==> config.mk <==
export PLATFORM = sky130hd
export DESIGN_NAME = pwm_peripheral
export DESIGN_NICKNAME = d
export VERILOG_FILES = /design/src/rtl/pwm_peripheral_pkg.sv /design/src/rtl/pwm_prescaler.sv /design/src/rtl/pwm_peripheral.sv
export SDC_FILE = /design/constraint.sdc
export NUM_CORES = 1
export LEC_CHECK = 0
export CAP_MARGIN = 25
export CORE_MARGIN = 1.5
export CORE_UTILIZATION = 50
export CTS_BUF_LIST = sky130_fd_sc_hd__clkbuf_8
export CTS_CLUSTER_DIAMETER = 40
export DETAILED_ROUTE_END_ITERATION = 16
export GPL_ROUTABILITY_DRIVEN = 0
export PLACE_DENSITY = 0.94
export SLEW_MARGIN = 15
export SYNTH_ARGS = -nofsm -noshare
export SYNTH_HDL_FRONTEND = slang
export SYNTH_SLANG_ARGS = --single-unit
==> constraint.sdc <==
create_clock -name clk -period 5.2 [get_ports clk]
set_input_delay 1.56 -clock clk [delete_from_list [all_inputs] [get_ports clk]]
set_output_delay 1.56 -clock clk [all_outputs]
set_load 0.01 [all_outputs]
==> src/rtl/pwm_peripheral_pkg.sv <==
// Shared constants and helpers for the PWM peripheral.
// Latency: n/a (package only).
// Backpressure: n/a (package only).
package pwm_peripheral_pkg;

  localparam int unsigned PWM_WIDTH        = 8;
  localparam int unsigned NUM_OUTPUTS      = 16;
  localparam int unsigned PRESCALE_DEFAULT = 13;

  typedef logic [PWM_WIDTH-1:0]   pwm_cnt_t;
  typedef logic [NUM_OUTPUTS-1:0] pwm_vec_t;

  // Full-scale duty forces the level high so 100 % never shows the
  // single low count that a plain "cnt < duty" compare would give.
  function automatic logic pwm_compare(input pwm_cnt_t cnt, input pwm_cnt_t duty);
    return (duty == {PWM_WIDTH{1'b1}}) || (cnt < duty);
  endfunction

endpackage

==> src/rtl/pwm_prescaler.sv <==
// Prescaler: divides clk into one-cycle ticks, one every PRESCALE cycles.
// Latency: tick asserted combinationally in the cycle the count is PRESCALE-1.
// Backpressure: none; free-running.
// Ports: clk, rst_n (async active-low), tick (out, 1 bit).
module pwm_prescaler #(
  parameter int unsigned PRESCALE = 13
) (
  input  logic clk,
  input  logic rst_n,
  output logic tick
);

  localparam int unsigned CW = (PRESCALE > 1) ? $clog2(PRESCALE) : 1;
  localparam logic [CW-1:0] LAST = CW'(PRESCALE - 1);

  logic [CW-1:0] presc_cnt;

  // With PRESCALE == 1 LAST is 0, the count never leaves 0 and tick is
  // permanently high.
  assign tick = (presc_cnt == LAST);

  always_ff @(posedge clk or negedge rst_n) begin
    if (!rst_n) begin
      presc_cnt <= '0;
    end else if (tick) begin
      presc_cnt <= '0;
    end else begin
      presc_cnt <= presc_cnt + CW'(1);
    end
  end

endmodule

==> src/rtl/pwm_peripheral.sv <==
// 16-output PWM peripheral with a shared 8-bit period counter and a duty
// shadow register reloaded only at period start (glitch-free duty updates).
// Latency: out is registered, 1 clk from enables/level; no backpressure.
// Ports: clk, rst_n, en_reg_out_*/en_reg_pwm_* (8b each), pwm_duty_cycle (8b),
//        out (16b, registered), period_start (1b pulse, first cycle of period).
module pwm_peripheral
  import pwm_peripheral_pkg::*;
#(
  parameter int unsigned PRESCALE = PRESCALE_DEFAULT
) (
  input  logic                   clk,
  input  logic                   rst_n,
  input  logic [7:0]             en_reg_out_7_0,
  input  logic [7:0]             en_reg_out_15_8,
  input  logic [7:0]             en_reg_pwm_7_0,
  input  logic [7:0]             en_reg_pwm_15_8,
  input  logic [PWM_WIDTH-1:0]   pwm_duty_cycle,
  output logic [NUM_OUTPUTS-1:0] out,
  output logic                   period_start
);

  logic     tick;
  logic     presc_zero;
  pwm_cnt_t period_cnt;
  pwm_cnt_t duty_shadow;
  logic     start_cycle;
  logic     pwm_level;
  pwm_vec_t en_out;
  pwm_vec_t en_pwm;
  pwm_vec_t out_nxt;

  pwm_prescaler #(
    .PRESCALE (PRESCALE)
  ) u_prescaler (
    .clk   (clk),
    .rst_n (rst_n),
    .tick  (tick)
  );

  // The prescaler wraps to 0 on the edge that ends a tick cycle, so
  // "prescaler == 0" is simply "a tick happened last cycle" (or reset).
  always_ff @(posedge clk or negedge rst_n) begin
    if (!rst_n) begin
      presc_zero <= 1'b1;
    end else begin
      presc_zero <= tick;
    end
  end

  assign start_cycle  = presc_zero && (period_cnt == '0);
  // Gated with rst_n so the pulse stays low while reset is held, even
  // though both counters already sit at zero.
  assign period_start = rst_n && start_cycle;

  always_ff @(posedge clk or negedge rst_n) begin
    if (!rst_n) begin
      period_cnt <= '0;
    end else if (tick) begin
      period_cnt <= period_cnt + pwm_cnt_t'(1);
    end
  end

  always_ff @(posedge clk or negedge rst_n) begin
    if (!rst_n) begin
      duty_shadow <= '0;
    end else if (start_cycle) begin
      duty_shadow <= pwm_duty_cycle;
    end
  end

  assign pwm_level = pwm_compare(period_cnt, duty_shadow);

  assign en_out = {en_reg_out_15_8, en_reg_out_7_0};
  assign en_pwm = {en_reg_pwm_15_8, en_reg_pwm_7_0};

  // Disabled -> 0, enabled static -> 1, enabled PWM -> shared level.
  assign out_nxt = en_out & (~en_pwm | {NUM_OUTPUTS{pwm_level}});

  always_ff @(posedge clk or negedge rst_n) begin
    if (!rst_n) begin
      out <= '0;
    end else begin
      out <= out_nxt;
    end
  end

endmodule

### After elaboration in Yosys (flattened, before gate mapping)

Index checks and enable logic that the tools add are counted.

| operators by class | value |
|---|---|
| $add $sub $neg | 2 |
| magnitude comparators | 1 |
| eq/ne operators | 2 |
| muxes and demuxes | 1 |
| bitwise gates (word level) | 3 |
| reduce and logical (&&, ||, !) cells | 4 |

Operators with widths:

| cell | number |
|---|---|
| 16-bit AND | 1 |
| 16-bit NOT | 1 |
| 16-bit bitwise OR | 1 |
| 8-bit by 1-bit adder with 8-bit output (second input constant) | 1 |
| 8-bit == test (second input constant) | 1 |
| 8-bit zero test | 1 |
| 8-bit < comparator | 1 |
| 4-bit by 1-bit adder with 4-bit output (second input constant) | 1 |
| 4-bit == test (second input constant) | 1 |
| 4-bit 2-to-1 mux | 1 |
| 1-bit logical AND | 2 |
| 1-bit logical OR | 1 |

| word-level totals | value |
|---|---|
| flip-flop bits (word level) | 37 |
| input port bits | 42 |
| output and inout bits | 17 |

### Depth between registers and ports, before layout

Gate-level depths: netlist (run 1).

| depth | value |
|---|---|
| depth in word-level cells | 4 |
| gate-level depth with buffers | 7 |
| depth with buffers taken out | 6 |

### Hierarchy

Synthesis (run 1) repeated with hierarchy kept, for this count alone.

| second synthesis, totals | value |
|---|---|
| cells, all modules | 129 |
| area total of the unflattened synthesis | 1694.1 µm² |

Modules (own cells, without submodules):

| module | instances | cells each | area each (µm²) |
|---|---|---|---|
| pwm_peripheral | 1 | 112 | 1497.7 |
| pwm_prescaler | 1 | 17 | 196.4 |

### Least setup slack after synthesis (run 1)

OpenSTA, ideal clock, no wires.

| path | value |
|---|---|
| path kind | input to output |
| start | input port rst_n |
| end | output port period_start |
| data arrival time | 1.733 ns |
| required time | 3.640 ns |
| setup slack | 1.907 ns |
| stages | 1 |
| buffers on the path | 0 |
| cell sequence | and3_1 |

| between the ends | value |
|---|---|
| cells in the longest elaborated chain, start to end | 1 |

Ends and longest elaborated chain:

| what | line | source |
|---|---|---|
| start: declaration | pwm_peripheral.sv:12 | `input logic rst_n,` |
| 1-bit logical AND | pwm_peripheral.sv:53 | `assign period_start = rst_n && start_cycle;` |
| end: declaration | pwm_peripheral.sv:19 | `output logic period_start` |

Every way passes these cells.

### Worst setup path in the final report (run 1)

Ends and elaborated chain as after synthesis.

==> results of run 1 <==
-- worst paths after layout --
path                            slack (ns)  cells after the start                       end
worst max-delay path                  1.32                      3              period_start
worst min-delay path                  0.50                      1  u_prescaler.presc_cnt[3]
worst max register to register        2.93                      5                    out[1]
worst min register to register        0.50                      1  u_prescaler.presc_cnt[3]
max in group asynchronous             3.55                      2                presc_zero
min in group asynchronous             1.31                      2            duty_shadow[4]
-- cell type report --
type | instances | area, um^2
fillers | 189 | 681.9
clock inverters | 3 | 65.06
clock buffers | 5 | 68.82
well taps | 44 | 55.05
repair buffers | 59 | 583.1
inverters | 12 | 45.04
flip-flops and latches | 37 | 927.1
multi-input cells | 76 | 701.9
-- kinds of logic (layout without fill, tap and decap cells) --
kind of cell | Yosys count | in the layout | share of synthesized area [%]
xor+xnor | 8 | 8 | 4.145
mux | 8 | 8 | 5.330
buf+inv | 14 | 79 | 3.626
fa+ha+maj | 11 | 11 | 8.142
flops | 37 | 37 | 54.85
simple gates | 22 | 22 | 7.846
compound gates | 27 | 27 | 16.06
-- synthesized netlist by cell type (2+ instances only) --
library cell	number	area [um^2]
a21boi_0	6	45.04
nand4_1	4	25.02
ha_1	11	137.6
xnor2_1	6	52.55
xor2_1	2	17.52
dfrtp_1	36	900.9
nor4b_1	2	17.52
mux2_2	8	90.09
and3_1	3	18.77
nand2_1	4	15.01
o21ai_0	2	10.01
inv_1	12	45.04
a21boi_2	10	112.6
nor2_1	5	18.77
a21oi_1	2	10.01
-- metrics by stage --
| stage | hold slack [ns] | total power [mW] |
|---|---|---|
| detailed placement | 0.4677 | 0.3803 |
| finish | 0.4988 | 0.6658 |
| CTS | 0.4928 | 0.6690 |
| global placement | 0.4447 | 0.3768 |
| floorplan | 0.4271 | 0.3249 |
| global route | 0.5025 | 0.6856 |
-- per-layer routing --
metal	vias to the layer above	wire length (um)
met5	-	0
met4	0	59
met2	53	2108
li1	570	-
met1	580	1370
met3	6	280
-- power groups by stage --
stage               Clock (mW)  Sequential [mW]  Combinational [mW]
finish                   0.291            0.303              0.0718
global route             0.305            0.303              0.0772
CTS                      0.293            0.303              0.0728
detailed placement           0            0.308              0.0721
global placement             0            0.307              0.0698
floorplan                    0            0.310              0.0148
-- sequential cells by signal, summed over array words and instances, names as in the netlist --
| signal | cells |
|---|---|
| presc_zero | 1 |
| u_prescaler.presc_cnt | 4 |
| period_cnt | 8 |
| out | 16 |
| duty_shadow | 8 |
==> results.cfg, run 1 <==
[run_status]
status = completed

[clock_network]
cts_tree = built
cts.sinks = 37
post_cts_buffers = 0
ctsHtreeMaxLevel = 2
root_buffer = clkbuf_8
cts_buffers = 5
post_cts_resized = 0
clk_latency_ns = 0.29
cts.clk_slew.worst_paths_ns = 0.07
cts_max_path_buffers = 2
holdBufCountCts = 0

[pwr]
p_comb_share_pct = 10.8
switchingPower_mw = 0.1303
ir_drop_mv = 0.1856
p_seq_share_pct = 45.5
p_leak_nw = 1.098
clkPwrFrac_pct = 43.8
powerDensity_mw_per_mm2 = 272.2
swShare_pct = 19.57
p_int_mw = 0.5355

[place]
io_buffers = 58
dp_hpwl_um = 3022
place_area_mm2 = 0.002312
dp_slack_ns = 1.317
place_inst = 228

[cells_and_area]
finalNonFillerCells = 236
final_design_area_no_fill_mm2 = 0.002446
layout.nets = 244
post-route-util_pct = 78.20
layout-drive-gt1-share_pct = 17.19
mostFrequentLayoutCell = clkdlybuf4s50_1
area_delta_synth_final_pct = 44.71
mostFrequentLayoutCells = 57 x clkdlybuf4s50_1, 36 x dfrtp_1, 12 x inv_1
n_antenna_cell = 0

[synth]
synth-main-ff-cell = dfrtp_1
async_flop_share_pct = 100.0
ys_warn_count = 0
ys_seq_area_share_pct = 54.85
synth_cell_types = 29
yosys_register_bits = 37
syn_nets = 180
synthCells = 127
synth-edff-count = 0
syn_area_mm2 = 0.001690
avgSynthCellArea_um2 = 13.31

[route]
first_pass_iters = 4
drc_errors = 0
ant_nets = 0
drt-initial-drc-count = 51
vias_per_cell = 5.123
dr_total_vias = 1209
wirelength_um = 3819
wire_per_inst_um = 16.18

[global_routing]
grt_pass1_vias = 1347
grt.met2_usage_pct = 45.44
top_usage_layer = met2
antenna_found_initial = 0
grt_max_degree = 38
grt_pass1_wl_um = 5996
use_met3_pct = 9.664
grt_util_all_layers_pct = 23.56
use_met1_pct = 22.10
overflow = 0

[min_path]
min_from = u_prescaler.presc_cnt[3]
hold_class = flop to flop

[timing]
fin_crit_ns = 3.882
fin_setup_tns_ns = 0
setup_viol = 0
min_period_over_period_pct = 74.65
worstMarginPinSlew_ns = 0.7951
slew_headroom_pct = 46.99
final-hold-violation-count = 0
final_max_slew_viol_count = 0
rsz0062_at_grt = false
timing.final.ws_setup_ns = 1.318
clock_skew_ns = 0.007266
clock.fmax_mhz = 257.6

[floorplan]
io_pins = 59
rows = 20
core_mm2 = 0.003128
die-area_mm2 = 0.003739
start_util_pct = 54.04
die_h_um = 61.15
die_w_um = 61.15

[setup_path]
critPathBufInv = 2
setup.worst_path.start = rst_n
setup.worst_path.class = primary input to output pin
r2r-start = period_cnt[6]
crit_required_ns = 3.64
slowest_stage = clkdlybuf4s50_1
slowest_delay_ns = 0.53
critPathMaxFanout = 2
start_kind = primary input
critPathTopFamily = buffers and inverters
arrival_ns = 2.32
crit_path_end_kind = output pin
path_cells = buf_2 -> and3_1 -> clkdlybuf4s50_1

[flow_run]
maxCapViolations = 0
No activity file was read; power rests on OpenSTA's default activity.
==> run 2, diff against run 1 <==
--- a/config.mk
+++ b/config.mk
@@ -7,12 +7,12 @@
 export LEC_CHECK = 0
 export CAP_MARGIN = 25
 export CORE_MARGIN = 1.5
-export CORE_UTILIZATION = 50
+export CORE_UTILIZATION = 42
 export CTS_BUF_LIST = sky130_fd_sc_hd__clkbuf_8
 export CTS_CLUSTER_DIAMETER = 40
 export DETAILED_ROUTE_END_ITERATION = 16
 export GPL_ROUTABILITY_DRIVEN = 0
-export PLACE_DENSITY = 0.94
+export PLACE_DENSITY = 0.85
 export SLEW_MARGIN = 15
 export SYNTH_ARGS = -nofsm -noshare
 export SYNTH_HDL_FRONTEND = slang
==> constraint.sdc (replaced) <==
create_clock -name clk -period 3.4 [get_ports clk]
set_input_delay 1.02 -clock clk [delete_from_list [all_inputs] [get_ports clk]]
set_output_delay 1.02 -clock clk [all_outputs]
set_load 0.01 [all_outputs]
==> run 2 against run 1 <==
Cell area grew 0.41%. Clock skew is 0.0048 ns lower. Power grew 52%. Via count increased by 0.33%.
==> results.cfg, run 2 (same netlist as run 1, synthesis figures left out) <==
[run_status]
status = completed

[cells_and_area]
mostFrequentLayoutCell = clkdlybuf4s50_1
regMostFlops = out
largest_register_ffs = 16
multi_input_area_um2 = 701.9
ff_latch_area_um2 = 927.1
top_regs = out (16), duty_shadow (8), period_cnt (8)
layout-drive-gt1-share_pct = 16.67
fillers = 256
mostFrequentLayoutCells = 58 x clkdlybuf4s50_1, 36 x dfrtp_1, 12 x inv_1
layout.nets = 244
area_delta_synth_final_pct = 45.30
final_design_area_no_fill_mm2 = 0.002456
n_antenna_cell = 0

[route]
drt-initial-drc-count = 33
dr.max_layer_used = met4
wirelength_um = 3513
dr_total_vias = 1213
vias_per_cell = 5.054
wire_per_inst_um = 14.64
first_pass_iters = 4
ant_nets = 0
wl_met3_um = 303
wl_met2_um = 1822
route.layer.met1.wl_um = 1335
drc_errors = 0

[setup_path]
r2r-end = out[3]
critPathMostFrequentCell = clkdlybuf4s50_1
r2r_slack_ns = 1.15
crit_required_ns = 2.38
slowest_delay_ns = 0.54
setup.worst_path.class = primary input to output pin
critPathMaxFanout = 2
slowest_stage = clkdlybuf4s50_1
critPathBufInv = 2
path_cells = clkdlybuf4s50_1 -> and3_1 -> clkdlybuf4s50_1
rr_worst_depth = 5
critPathTopFamily = buffers and inverters
arrival_ns = 2.19
start_kind = primary input
crit_path_end_kind = output pin
r2r-start = period_cnt[6]

[timing]
final-hold-violation-count = 0
fin_crit_ns = 3.210
setup_viol = 0
hold_slack_ns = 0.4679
final_max_slew_viol_count = 0
clock.fmax_mhz = 311.6
clock_skew_ns = 0.002484
fin_setup_tns_ns = 0
rsz0062_at_grt = false
slew_headroom_pct = 45.20
worstMarginPinSlew_ns = 0.8220
min_period_over_period_pct = 94.40

[place]
dp_hpwl_um = 2696
io_buffers = 58
place_area_mm2 = 0.002322

[clock_network]
cts_buffers = 5
clk_latency_ns = 0.29
post_cts_resized = 0
post_cts_buffers = 0
holdBufCountCts = 0
root_buffer = clkbuf_8
cts.clk_slew.worst_paths_ns = 0.07
cts_tree = built
cts.sinks = 37
ctsHtreeMaxLevel = 2
cts_max_path_buffers = 2

[global_routing]
grt_util_all_layers_pct = 18.50
grt_pass1_wl_um = 5844
grt_max_degree = 38
overflow = 0
antenna_found_initial = 0
grt_pass1_vias = 1320

[floorplan]
io_pins = 59
die_w_um = 66.44
start_util_pct = 44.82
die_h_um = 66.44
rows = 22
core_mm2 = 0.003771
die-area_mm2 = 0.004414

[min_path]
min_to = u_prescaler.presc_cnt[3]
worst_hold_path.num_cells = 1
min_from = u_prescaler.presc_cnt[3]
hold_class = flop to flop

[pwr]
p_leak_nw = 1.098
powerDensity_mw_per_mm2 = 413.3
ir_drop_mv = 0.5007

[flow_run]
maxCapViolations = 0
-- run 2: how the worst max path moves through the flow --
stage	startpoint	to	slack (ns)	depth (start not counted)
6_report	rst_n	period_start	0.19	3
5_1_grt	rst_n	period_start	0.16	3
4_1_cts	rst_n	period_start	0.18	3
3_5_place_dp	rst_n	period_start	0.18	3
3_3_place_gp	rst_n	period_start	0.16	3
2_1_floorplan	rst_n	period_start	1.19	1
-- run 2: worst register-to-register path: stages, from the launching register on --
cell and delay [ns]:
dfrtp_1 0.43, ha_1 0.34, and4_1 0.20, o21ai_1 0.10
o32ai_4 0.75, a21boi_0 0.26
-- run 2: layer usage --
layer  up-vias  global-route usage, %
li1        571                      -
met1       589                  19.53
met2        48                  30.63
met3         5                  9.029
met4         0                  8.929
met5         -                      0
-- run 2: cell type report --
| type | count | share of cell area (%) |
|---|---|---|
| multi-input cells | 76 | 28.58 |
| repair buffers | 59 | 23.94 |
| clock buffers | 5 | 2.802 |
| well taps | 48 | 2.445 |
| clock inverters | 3 | 2.649 |
| flip-flops and latches | 37 | 37.75 |
| inverters | 12 | 1.834 |
-- run 2: stage by stage --
stage / setup slack, ns / power (mW) / utilization, % / std cells
after floorplan: 1.187 / 0.4969 / - / 127
after global placement: 0.1593 / 0.5763 / 61.58 / 232
after detailed placement: 0.1772 / 0.5803 / 61.58 / 232
after CTS: 0.1772 / 1.027 / 65.13 / 240
after global routing: 0.1573 / 1.059 / 65.13 / 240
final: 0.1905 / 1.015 / 65.13 / 240
-- run 2: report_power, final --
group | leakage [nW] | total, mW | internal [mW] | switching (mW)
registers | 0.438 | 0.462 | 0.455 | 0.00695
logic | 0.592 | 0.109 | 0.0734 | 0.0360
clock network | 0.0681 | 0.444 | 0.291 | 0.153
==> run 3, diff against run 2 <==
--- a/config.mk
+++ b/config.mk
@@ -5,9 +5,10 @@
 export SDC_FILE = /design/constraint.sdc
 export NUM_CORES = 1
 export LEC_CHECK = 0
+export ABC_AREA = 1
 export CAP_MARGIN = 25
 export CORE_MARGIN = 1.5
-export CORE_UTILIZATION = 42
+export CORE_UTILIZATION = 43
 export CTS_BUF_LIST = sky130_fd_sc_hd__clkbuf_8
 export CTS_CLUSTER_DIAMETER = 40
 export DETAILED_ROUTE_END_ITERATION = 16
==> run 3 against run 2 <==
Clock skew rose by 0.0047 ns. Clock power fell by 23%. Largest power group unchanged. Worst setup slack lost 0.083 ns. Flip-flop and latch count unchanged.
==> results.cfg, run 3 <==
[run_status]
status = completed

[clock_network]
ctsHtreeMaxLevel = 2
cts.clk_slew.worst_paths_ns = 0.07
post_cts_resized = 0
root_buffer = clkbuf_8
post_cts_buffers = 0
cts_max_path_buffers = 2
cts_tree = built
holdBufCountCts = 0
clk_latency_ns = 0.30
cts.sinks = 37
cts_buffers = 5

[setup_path]
critPathMaxFanout = 2
rr_worst_depth = 10
arrival_ns = 2.27
setup.worst_path.class = primary input to output pin
crit_required_ns = 2.38
crit_path_end_kind = output pin
start_kind = primary input

[synth]
synth_most_common_cell = inv_1
synthTopCellsByCount = 40 x inv_1, 38 x nand2_1, 36 x dfrtp_1, 12 x nand3_2, 11 x ha_1
yosys_register_bits = 37
synthCells = 192
ys_seq_area_share_pct = 49.93
synth.area.top_cells = dfrtp_1 49%, inv_1 8.1%, nand2_1 7.7%
netlist.area_leader.share_pct = 48.52
async_flop_share_pct = 100.0
syn_area_mm2 = 0.001857
synth-edff-count = 0
synth-main-ff-cell = dfrtp_1
yosysTopAreaCell = dfrtp_1
ys_warn_count = 0
syn_nets = 245
synth_cell_types = 23
avgSynthCellArea_um2 = 9.671

[route]
drc_errors = 0
dr_total_vias = 1420
drt-initial-drc-count = 47
wirelength_um = 3976
first_pass_iters = 4
ant_nets = 0
wire_per_inst_um = 12.95
vias_per_cell = 4.625

[global_routing]
use_met3_pct = 4.545
top_usage_layer = met2
antenna_found_initial = 0
grt_pass1_vias = 1260
grt_pass1_wl_um = 5658
grt.met2_usage_pct = 27.04
use_met1_pct = 21.01
overflow = 0
grt_util_all_layers_pct = 16.95
grt_max_degree = 38

[floorplan]
die_h_um = 68.71
io_pins = 59
core_mm2 = 0.004086
rows = 23
start_util_pct = 45.44
die_w_um = 68.71
die-area_mm2 = 0.004721

[timing]
hold_slack_ns = 0.4870
min_period_over_period_pct = 96.83
rsz0062_at_grt = false
final-hold-violation-count = 0
fin_setup_tns_ns = 0
fin_crit_ns = 3.292
slew_headroom_pct = 68.49
clock.fmax_mhz = 303.7
final_max_slew_viol_count = 0
setup_viol = 0
clock_skew_ns = 0.007211
worstMarginPinSlew_ns = 0.4727

[cells_and_area]
top_regs = out (16), duty_shadow (8), period_cnt (8)
largest_register_ffs = 16
mostFrequentLayoutCell = clkdlybuf4s50_1
area_delta_synth_final_pct = 39.29
n_antenna_cell = 0
mostFrequentLayoutCells = 58 x clkdlybuf4s50_1, 40 x inv_1, 38 x nand2_1
layout.nets = 309
regMostFlops = out
layout-drive-gt1-share_pct = 17.12

[flow_run]
maxCapViolations = 0

[pwr]
ir_drop_mv = 0.2611
p_leak_nw = 1.344
powerDensity_mw_per_mm2 = 344.1

[min_path]
worst_hold_path.num_cells = 2
hold_class = flop to flop

[place]
dp_hpwl_um = 2962
io_buffers = 58
run 3: metal layers:
layer / vias up / routed length, um / share of wire [%]
met5: - / 0 / 0
met4: 0 / 78 / 2.0
met3: 6 / 184 / 4.6
met2: 30 / 2046 / 51
met1: 676 / 1667 / 42
li1: 708 / - / -
run 3: layout make-up:
class / instances / area [um^2]
Fill cell: 330 / 1500
Sequential cell: 37 / 927.1
Multi-Input combinational cell: 107 / 730.7
Timing Repair Buffer: 60 / 595.6
Inverter: 45 / 168.9
Clock buffer: 7 / 96.34
Tap cell: 50 / 62.56
Clock inverter: 1 / 5.005
run 3: final timing paths:
path	start	endpoint	slack (ns)
max	rst_n	period_start	0.11
min	duty_shadow[1]	duty_shadow[1]	0.49
max reg2reg	period_cnt[3]	out[3]	1.61
min reg2reg	duty_shadow[1]	duty_shadow[1]	0.49
max in group asynchronous	rst_n	presc_zero	1.81
min in group asynchronous	rst_n	out[14]	1.23
run 3: kinds of logic (layout without fill, tap and decap cells):
family | after synthesis | after routing | synth area share [%]
flops | 37 | 37 | 49.93
xor+xnor | 9 | 9 | 4.246
compound gates | 11 | 11 | 4.582
buf+inv | 48 | 113 | 10.71
fa+ha+maj | 11 | 11 | 7.412
simple gates | 76 | 76 | 23.11
run 3: critical path, cell delays in order:
cell,delay [ns]
clkdlybuf4s50_1,0.51
inv_1,0.06
nor2_1,0.12
clkdlybuf4s50_1,0.56
run 3: through the flow:
stage	setup slack [ns]	area [um^2]	instances	utilization, %	power (mW)
3_5_place_dp	0.1162	2485	299	60.81	0.5553
5_1_grt	0.05872	2586	307	63.29	0.9156
4_1_cts	0.09838	2586	307	63.29	0.8961
3_3_place_gp	0.08757	2485	299	60.81	0.5532
2_1_floorplan	1.063	1857	192	-	0.4761
6_report	0.1076	2586	307	63.29	0.8900
run 3: power by group:
| part | switching, mW | leakage [nW] | internal [mW] |
|---|---|---|---|
| Combinational | 0.0320 | 0.875 | 0.0618 |
| Sequential | 0.00234 | 0.414 | 0.449 |
| Clock | 0.161 | 0.0542 | 0.183 |
| Total | 0.195 | 1.34 | 0.694 |
